### config.mk
export PLATFORM = sky130hd
export DESIGN_NAME = rvm_mem_bridge_flat
export DESIGN_NICKNAME = d
export VERILOG_FILES = /design/src/rtl/rvm_mem_bridge_pkg.sv /design/src/rtl/rvm_mem_bridge_if.sv /design/src/rtl/rvm_mem_bridge_align.sv /design/src/rtl/rvm_mem_bridge.sv /design/src/flat_wrapper.sv
export SDC_FILE = /design/constraint.sdc
export NUM_CORES = 1
export LEC_CHECK = 0
export BUFFER_PORTS_ARGS = -buffer_cell sky130_fd_sc_hd__buf_2
export CAP_MARGIN = 20
export CORE_ASPECT_RATIO = 1.4
export CORE_UTILIZATION = 53
export CTS_BUF_LIST = sky130_fd_sc_hd__clkbuf_16
export CTS_CLUSTER_DIAMETER = 150
export DETAILED_ROUTE_END_ITERATION = 7
export PLACE_DENSITY = 0.94
export SLEW_MARGIN = 30
export SYNTH_ARGS = -nofsm -noshare
export SYNTH_HDL_FRONTEND = slang
export SYNTH_SLANG_ARGS = --single-unit
### constraint.sdc
create_clock -name clk -period 4.7 [get_ports clk]
set_input_delay 0.705 -clock clk [delete_from_list [all_inputs] [get_ports clk]]
set_output_delay 0.705 -clock clk [all_outputs]
set_load 0.03 [all_outputs]
### src/rtl/rvm_mem_bridge_pkg.sv
// rvm_mem_bridge_pkg: shared access-size codes, bridge state encodings,
// the captured-request record and the alignment rule used by the bridge.
package rvm_mem_bridge_pkg;

  // Access size codes carried on ctrl_req_size; 2'b11 is reserved.
  localparam logic [1:0] SZ_B = 2'b00;
  localparam logic [1:0] SZ_H = 2'b01;
  localparam logic [1:0] SZ_W = 2'b10;

  // Bridge FSM state encodings.
  localparam logic [1:0] ST_IDLE  = 2'd0;
  localparam logic [1:0] ST_ISSUE = 2'd1;
  localparam logic [1:0] ST_WAIT  = 2'd2;
  localparam logic [1:0] ST_RESP  = 2'd3;

  // Request as captured at acceptance; held for the whole transaction.
  typedef struct packed {
    logic        we;
    logic [31:0] addr;
    logic [1:0]  size;
    logic        sext;
    logic [31:0] wdata;
  } mem_req_t;

  // True for a reserved size or an access that crosses its natural alignment.
  function automatic logic is_bad_access(input logic [1:0] size, input logic [1:0] off);
    logic bad;
    case (size)
      SZ_B:    bad = 1'b0;
      SZ_H:    bad = off[0];
      SZ_W:    bad = (off != 2'b00);
      default: bad = 1'b1;
    endcase
    return bad;
  endfunction

endpackage

### src/rtl/rvm_mem_bridge_if.sv
// rvm_mem_bridge_if: control-side request/response and memory-bus signals of
// the bridge. The master modport is the bridge's own view (it masters the
// memory bus and answers the control FSM); slave is the environment view.
interface rvm_mem_bridge_if #(
  parameter int XLEN = 32
);
  logic            ctrl_req_valid;
  logic            ctrl_req_ready;
  logic            ctrl_req_we;
  logic [XLEN-1:0] ctrl_req_addr;
  logic [1:0]      ctrl_req_size;
  logic            ctrl_req_sext;
  logic [XLEN-1:0] ctrl_req_wdata;
  logic            ctrl_rsp_valid;
  logic [XLEN-1:0] ctrl_rsp_rdata;
  logic            ctrl_rsp_error;

  logic            mem_req;
  logic            mem_gnt;
  logic            mem_we;
  logic [XLEN-1:0] mem_addr;
  logic [3:0]      mem_wstrb;
  logic [XLEN-1:0] mem_wdata;
  logic            mem_rvalid;
  logic [XLEN-1:0] mem_rdata;
  logic            mem_err;

  modport master (
    input  ctrl_req_valid, ctrl_req_we, ctrl_req_addr, ctrl_req_size,
           ctrl_req_sext, ctrl_req_wdata,
    output ctrl_req_ready, ctrl_rsp_valid, ctrl_rsp_rdata, ctrl_rsp_error,
    output mem_req, mem_we, mem_addr, mem_wstrb, mem_wdata,
    input  mem_gnt, mem_rvalid, mem_rdata, mem_err
  );

  modport slave (
    output ctrl_req_valid, ctrl_req_we, ctrl_req_addr, ctrl_req_size,
           ctrl_req_sext, ctrl_req_wdata,
    input  ctrl_req_ready, ctrl_rsp_valid, ctrl_rsp_rdata, ctrl_rsp_error,
    input  mem_req, mem_we, mem_addr, mem_wstrb, mem_wdata,
    output mem_gnt, mem_rvalid, mem_rdata, mem_err
  );

endinterface

### src/rtl/rvm_mem_bridge_align.sv
// rvm_mem_bridge_align: combinational byte-lane logic for the bridge.
// Checks the incoming request for misalignment/reserved size, and for the
// captured request builds write strobes, lane-replicated write data and the
// extracted, extended load data.
module rvm_mem_bridge_align
  import rvm_mem_bridge_pkg::*;
(
  input  logic [1:0]  chk_size,
  input  logic [1:0]  chk_off,
  output logic        chk_bad,
  input  logic        we,
  input  logic [1:0]  size,
  input  logic [1:0]  off,
  input  logic        sext,
  input  logic [31:0] wdata,
  input  logic [31:0] rdata,
  output logic [3:0]  wstrb,
  output logic [31:0] wdata_lane,
  output logic [31:0] rdata_ext
);

  logic [31:0] rdata_shr;

  // Lane steering for stores and extraction/extension for loads.
  always_comb begin
    chk_bad    = is_bad_access(chk_size, chk_off);
    rdata_shr  = rdata >> {off, 3'b000};
    wstrb      = 4'b0000;
    wdata_lane = wdata;
    rdata_ext  = 32'h0;
    case (size)
      SZ_B: begin
        wstrb      = 4'b0001 << off;
        wdata_lane = {4{wdata[7:0]}};
        rdata_ext  = {{24{sext & rdata_shr[7]}}, rdata_shr[7:0]};
      end
      SZ_H: begin
        wstrb      = 4'b0011 << off;
        wdata_lane = {2{wdata[15:0]}};
        rdata_ext  = {{16{sext & rdata_shr[15]}}, rdata_shr[15:0]};
      end
      SZ_W: begin
        wstrb      = 4'b1111;
        wdata_lane = wdata;
        rdata_ext  = rdata_shr;
      end
      default: begin
        wstrb      = 4'b0000;
        wdata_lane = wdata;
        rdata_ext  = 32'h0;
      end
    endcase
    if (!we) wstrb = 4'b0000;
  end

endmodule

### src/rtl/rvm_mem_bridge.sv
// rvm_mem_bridge: single-outstanding memory access stage between the core
// control FSM and the external request/grant/response memory bus.
// Optional bus watchdog enabled by defining RVM_MEM_TIMEOUT_EN.
//
// state    | meaning
// ---------+-----------------------------------------------------------
// IDLE     | ready for a request; bad requests skip straight to RESP
// ISSUE    | mem_req high, address/strobes/data held until mem_gnt
// WAIT     | granted, waiting for mem_rvalid
// RESP     | one-cycle ctrl_rsp_valid with captured rdata/error
module rvm_mem_bridge
  import rvm_mem_bridge_pkg::*;
#(
  parameter int XLEN           = 32,
  parameter int TIMEOUT_CYCLES = 255
) (
  input logic              clk,
  input logic              resetn,
  rvm_mem_bridge_if.master bus
);

  if (XLEN != 32 || TIMEOUT_CYCLES < 1 || TIMEOUT_CYCLES > 65535) begin : g_param_check
    $error("rvm_mem_bridge: XLEN must be 32 and TIMEOUT_CYCLES in 1..65535");
  end

  logic [1:0]  state;
  logic [1:0]  state_nxt;
  mem_req_t    req_q;
  logic [31:0] rsp_rdata_q;
  logic        rsp_error_q;
  logic        accept;
  logic        chk_bad;
  logic        timeout;
  logic [3:0]  lane_wstrb;
  logic [31:0] lane_wdata;
  logic [31:0] lane_rdata;

  assign accept = (state == ST_IDLE) && bus.ctrl_req_valid;

  rvm_mem_bridge_align u_align (
    .chk_size   (bus.ctrl_req_size),
    .chk_off    (bus.ctrl_req_addr[1:0]),
    .chk_bad    (chk_bad),
    .we         (req_q.we),
    .size       (req_q.size),
    .off        (req_q.addr[1:0]),
    .sext       (req_q.sext),
    .wdata      (req_q.wdata),
    .rdata      (bus.mem_rdata),
    .wstrb      (lane_wstrb),
    .wdata_lane (lane_wdata),
    .rdata_ext  (lane_rdata)
  );

`ifdef RVM_MEM_TIMEOUT_EN
  localparam int TW_RAW = $clog2(TIMEOUT_CYCLES + 1);
  localparam int TW     = (TW_RAW < 8) ? 8 : ((TW_RAW > 16) ? 16 : TW_RAW);

  logic [TW-1:0] tmo_cnt;

  // Down-counter loaded on entry to ISSUE; terminal count after TIMEOUT_CYCLES bus cycles.
  always_ff @(posedge clk or negedge resetn) begin
    if (!resetn) begin
      tmo_cnt <= '0;
    end else if (accept && !chk_bad) begin
      tmo_cnt <= TW'(TIMEOUT_CYCLES - 1);
    end else if ((state == ST_ISSUE || state == ST_WAIT) && tmo_cnt != '0) begin
      tmo_cnt <= tmo_cnt - 1'b1;
    end
  end

  assign timeout = (state == ST_ISSUE || state == ST_WAIT) && (tmo_cnt == '0);
`else
  assign timeout = 1'b0;
`endif

  // Next-state logic; a real grant/response wins over a coincident timeout.
  always_comb begin
    state_nxt = state;
    case (state)
      ST_IDLE:  if (bus.ctrl_req_valid) state_nxt = chk_bad ? ST_RESP : ST_ISSUE;
      ST_ISSUE: if (bus.mem_gnt) state_nxt = ST_WAIT;
                else if (timeout) state_nxt = ST_RESP;
      ST_WAIT:  if (bus.mem_rvalid || timeout) state_nxt = ST_RESP;
      default:  state_nxt = ST_IDLE;
    endcase
  end

  // State register.
  always_ff @(posedge clk or negedge resetn) begin
    if (!resetn) state <= ST_IDLE;
    else         state <= state_nxt;
  end

  // Request capture and response data/error registers.
  always_ff @(posedge clk or negedge resetn) begin
    if (!resetn) begin
      req_q       <= '0;
      rsp_rdata_q <= 32'h0;
      rsp_error_q <= 1'b0;
    end else begin
      case (state)
        ST_IDLE: if (bus.ctrl_req_valid) begin
          req_q <= '{we:    bus.ctrl_req_we,
                     addr:  bus.ctrl_req_addr,
                     size:  bus.ctrl_req_size,
                     sext:  bus.ctrl_req_sext,
                     wdata: bus.ctrl_req_wdata};
          rsp_rdata_q <= 32'h0;
          rsp_error_q <= chk_bad;
        end
        ST_ISSUE: if (!bus.mem_gnt && timeout) rsp_error_q <= 1'b1;
        ST_WAIT: begin
          if (bus.mem_rvalid) begin
            rsp_error_q <= bus.mem_err;
            rsp_rdata_q <= (bus.mem_err || req_q.we) ? 32'h0 : lane_rdata;
          end else if (timeout) begin
            rsp_error_q <= 1'b1;
          end
        end
        default: ;
      endcase
    end
  end

  assign bus.ctrl_req_ready = (state == ST_IDLE);
  assign bus.ctrl_rsp_valid = (state == ST_RESP);
  assign bus.ctrl_rsp_rdata = rsp_rdata_q;
  assign bus.ctrl_rsp_error = rsp_error_q;
  assign bus.mem_req        = (state == ST_ISSUE);
  assign bus.mem_we         = req_q.we;
  assign bus.mem_addr       = {req_q.addr[31:2], 2'b00};
  assign bus.mem_wstrb      = lane_wstrb;
  assign bus.mem_wdata      = lane_wdata;

endmodule

### src/flat_wrapper.sv
// flat-port wrapper written by rule: the top's interface ports become plain ports
module rvm_mem_bridge_flat import rvm_mem_bridge_pkg::*;
#(
  parameter int XLEN           = 32,
  parameter int TIMEOUT_CYCLES = 255
)
  (clk, resetn, bus_ctrl_req_valid, bus_ctrl_req_we, bus_ctrl_req_addr, bus_ctrl_req_size, bus_ctrl_req_sext, bus_ctrl_req_wdata, bus_ctrl_req_ready, bus_ctrl_rsp_valid, bus_ctrl_rsp_rdata, bus_ctrl_rsp_error, bus_mem_req, bus_mem_we, bus_mem_addr, bus_mem_wstrb, bus_mem_wdata, bus_mem_gnt, bus_mem_rvalid, bus_mem_rdata, bus_mem_err);
  rvm_mem_bridge_if #(.XLEN(XLEN)) bus_i ();
  input logic clk;
  input logic resetn;
  input wire logic [$bits(bus_i.ctrl_req_valid)-1:0] bus_ctrl_req_valid;
  input wire logic [$bits(bus_i.ctrl_req_we)-1:0] bus_ctrl_req_we;
  input wire logic [$bits(bus_i.ctrl_req_addr)-1:0] bus_ctrl_req_addr;
  input wire logic [$bits(bus_i.ctrl_req_size)-1:0] bus_ctrl_req_size;
  input wire logic [$bits(bus_i.ctrl_req_sext)-1:0] bus_ctrl_req_sext;
  input wire logic [$bits(bus_i.ctrl_req_wdata)-1:0] bus_ctrl_req_wdata;
  output wire logic [$bits(bus_i.ctrl_req_ready)-1:0] bus_ctrl_req_ready;
  output wire logic [$bits(bus_i.ctrl_rsp_valid)-1:0] bus_ctrl_rsp_valid;
  output wire logic [$bits(bus_i.ctrl_rsp_rdata)-1:0] bus_ctrl_rsp_rdata;
  output wire logic [$bits(bus_i.ctrl_rsp_error)-1:0] bus_ctrl_rsp_error;
  output wire logic [$bits(bus_i.mem_req)-1:0] bus_mem_req;
  output wire logic [$bits(bus_i.mem_we)-1:0] bus_mem_we;
  output wire logic [$bits(bus_i.mem_addr)-1:0] bus_mem_addr;
  output wire logic [$bits(bus_i.mem_wstrb)-1:0] bus_mem_wstrb;
  output wire logic [$bits(bus_i.mem_wdata)-1:0] bus_mem_wdata;
  input wire logic [$bits(bus_i.mem_gnt)-1:0] bus_mem_gnt;
  input wire logic [$bits(bus_i.mem_rvalid)-1:0] bus_mem_rvalid;
  input wire logic [$bits(bus_i.mem_rdata)-1:0] bus_mem_rdata;
  input wire logic [$bits(bus_i.mem_err)-1:0] bus_mem_err;
  assign bus_i.ctrl_req_valid = bus_ctrl_req_valid;
  assign bus_i.ctrl_req_we = bus_ctrl_req_we;
  assign bus_i.ctrl_req_addr = bus_ctrl_req_addr;
  assign bus_i.ctrl_req_size = bus_ctrl_req_size;
  assign bus_i.ctrl_req_sext = bus_ctrl_req_sext;
  assign bus_i.ctrl_req_wdata = bus_ctrl_req_wdata;
  assign bus_ctrl_req_ready = bus_i.ctrl_req_ready;
  assign bus_ctrl_rsp_valid = bus_i.ctrl_rsp_valid;
  assign bus_ctrl_rsp_rdata = bus_i.ctrl_rsp_rdata;
  assign bus_ctrl_rsp_error = bus_i.ctrl_rsp_error;
  assign bus_mem_req = bus_i.mem_req;
  assign bus_mem_we = bus_i.mem_we;
  assign bus_mem_addr = bus_i.mem_addr;
  assign bus_mem_wstrb = bus_i.mem_wstrb;
  assign bus_mem_wdata = bus_i.mem_wdata;
  assign bus_i.mem_gnt = bus_mem_gnt;
  assign bus_i.mem_rvalid = bus_mem_rvalid;
  assign bus_i.mem_rdata = bus_mem_rdata;
  assign bus_i.mem_err = bus_mem_err;
  rvm_mem_bridge #(.XLEN(XLEN), .TIMEOUT_CYCLES(TIMEOUT_CYCLES)) u_core (.clk(clk), .resetn(resetn), .bus(bus_i));
endmodule
==> results.md <==
- Top delay family on crit path: simple AND/OR/NAND/NOR gates
- Vias in the first global route: 4088
- Final period util: 0.606
- Gr usage total: 0.253
- Placed cell area: 6060 sq um
- Clock buffer depth: 2
- Syn_area_per_cell: 11.5 sq um
- DIE HEIGHT: 120 um
- Most common cell on crit path: nand2_1
- Fin. max-slew vios: 0
- H-tree Lvls: 3
- Post-synthesis cell count: 457
- Clk slew on worst S/H paths: 0.07 ns
- CP Capture Type: primary output
- Comb power frac: 0.543
- Layout Skew: 0.00715 ns
- HPWL Detailed: 9430 um
- Achievable frequency: 0.351 GHz
- RePlAce Congestion: 0.913
- Internal power: 2600 uW
- DR pass1 iterations: 4
- Crit path arrival time: 2.14 ns
- PortBufs: 208
- Final Util: 0.665
- Post-route ant nets: 0
- DP Cell Count: 734
- Die footprint: 10300 sq um
- CP Buf/Inv Count: 1
- Total I/O pin count: 211
- Grt total ovfl: 0
- CP Launch Type: register
- Final Hold Fails: 0
- Relative slew margins: 0.406
- Most frequent cells in the layout: buf_2 (207), dfrtp_1 (101), mux2_2 (86)
- Clock share of power: 0.136
- Hold bufs inserted after CTS: 0
- Register bit total from synthesis: 103
- Initial Util: 0.550
- Antenna Cells: 0
- Static Leakage: 0.00321 uW
- Avg Vias per Cell: 5.40
- Post-synth EDFFs: 0
- Area growth syn-to-layout: 20.9%
- Final setup viols: 0
- Share of cells above drive strength 1: 0.536
- Initial antenna violation count: 0
- Hold WC Path Type: input pin to asynchronous set/reset pin
- Largest net degree at the start of global routing: 70
- # clock sinks: 103
- Wire per inst: 16.9 um
- Crit-path cells: nor2_1 -> nand2_1 -> nand2_1 -> buf_2
- Synthesis Warnings: 0
- Final-stage net count: 723
- Sw Share: 0.475
- Number of max-cap violations: 0
- Pwr dens: 782 nW/um^2
- CTS Buf Count: 9
- Fin area: 6330 sq um
- Status: finished, final reports clean
- # Post-CTS Setup Buffers: 0
- First-pass GRT wire length: 20000 um
- Largest stage delay, worst path: 0.72 ns
- Final std cells w/o fill: 750
- Total Power: 4950 uW
- Setup CP Type: register to primary output
- Worst-margin pin slew: 0.884 ns
- Crit path time final: 2.85 ns
- Setup TNS: 0 ns
- Vias post-DR: 4052
- Reg power frac: 0.321
- Fillers: 727
- Worst Path Required: 3.99 ns
- Distinct cells, synth: 34
- RSZ-0062 raised after global routing: no
- Core area: 9510 sq um
- P_sw: 2350 uW
- Worst skew pair latency: 0.34 ns
- Most common cell after layout, fill and taps aside: buf_2
- IR drop worst, VDD: 0.532 mV
- CTS tree: built
- Die X: 86.0 um
- Final wirelength: 12700 um
- Ys async rst share: 1.00
- Sequential fraction of the synthesis area: 0.492
- CTS resizes: 0
- Worst path slowest cell: nor2_1
- Iteration-0 DRC Markers: 155
- CP Max Fanout: 19
- Mapped Area: 5240 sq um
- CTS Root Buffer Type: clkbuf_16
- Core Rows: 42
- Top_reg_cell synth: dfrtp_1
- # DRC: 0
[cell families (layout without fill, tap and decap cells)]
group / after synthesis / count (layout) / share of synthesized area
mux: 111 / 111 / 0.235
compound gates: 78 / 78 / 0.0968
flops: 103 / 103 / 0.492
buf+inv: 72 / 232 / 0.0853
other cells: 1 / 2 / 0.000716
simple gates: 88 / 88 / 0.0801
fa+ha+maj: 4 / 4 / 0.00956
[per-stage QoR]
| step | hold WS, ns | worst slack (ns) |
|---|---|---|
| 2_1_floorplan | 0.409 | 2.32 |
| 3_3_place_gp | 0.458 | 2.10 |
| 3_5_place_dp | 0.467 | 2.06 |
| 4_1_cts | 0.482 | 1.69 |
| 5_1_grt | 0.412 | 1.68 |
| 6_report | 0.373 | 1.85 |
[path summary, 6_finish.rpt]
check | start | end | slack, ns | cells past startpoint
max | u_core.req_q[33] | bus_mem_wdata[11] | 1.85 | 4
min | resetn | u_core.bus.ctrl_rsp_rdata[0] | 0.37 | 1
max reg2reg | u_core.state[0] | u_core.bus.ctrl_rsp_rdata[31] | 2.31 | 6
min reg2reg | u_core.bus.ctrl_rsp_rdata[1] | u_core.bus.ctrl_rsp_rdata[1] | 0.48 | 2
max in group asynchronous | resetn | u_core.bus.ctrl_rsp_rdata[9] | 3.42 | 2
min in group clk | u_core.bus.ctrl_rsp_rdata[1] | u_core.bus.ctrl_rsp_rdata[1] | 0.48 | 2
[power groups by stage]
stage	sequential, uW	clock, uW	combinational [uW]
floorplan	1540	0	2240
global placement	1570	0	2630
detailed placement	1600	0	2690
CTS	1590	689	2700
global route	1650	719	2860
finish	1590	673	2690
[cell usage after synthesis, drive strengths merged (4+ instances only)]
| cell | number | area [sq um] |
|---|---|---|
| a21oi | 18 | 90.1 |
| clkbuf | 12 | 45.0 |
| o21ai | 35 | 175 |
| nand2b | 6 | 37.5 |
| ha | 4 | 50.1 |
| buf | 56 | 387 |
| nand3b | 8 | 60.1 |
| nor2 | 11 | 43.8 |
| a221o | 16 | 173 |
| dfrtp | 103 | 2580 |
| mux2i | 24 | 240 |
| mux2 | 86 | 968 |
| inv | 4 | 15.0 |
| nand2 | 54 | 203 |
[routing by layer]
metal / GRT usage / part of all wire / routed length, um
met5: 0 / 0 / 0
met4: 0.123 / 0.031 / 395
met3: 0.0571 / 0.068 / 863
met2: 0.438 / 0.52 / 6610
met1: 0.293 / 0.38 / 4820
[worst reg2reg max path: stages (launching register included)]
cell and delay [ns]:
dfrtp_1 0.38, inv_1 0.09, ha_1 0.30, nand2b_1 0.16, nand4_1 0.29, nor4_4 0.87
a221o_2 0.24
[registers in the layout (all words and copies together) (netlist names)]
signal,count
u_core.state,2
u_core.bus.ctrl_rsp_rdata,32
u_core.bus.mem_addr,30
u_core.bus.mem_we,1
u_core.bus.ctrl_rsp_error,1
u_core.req_q,37
[cell type report]
type                            instances  area (sq um)  area share
Sequential cell                       103          2580       0.408
Tap cell                              132           165      0.0261
Multi-Input combinational cell        283          2230       0.352
Clock inverter                          7          40.0     0.00633
Clock buffer                            9           225      0.0356
Timing Repair Buffer                  212          1080       0.170
Inverter                                4          15.0     0.00237
No activity file was read; power rests on OpenSTA's default activity.
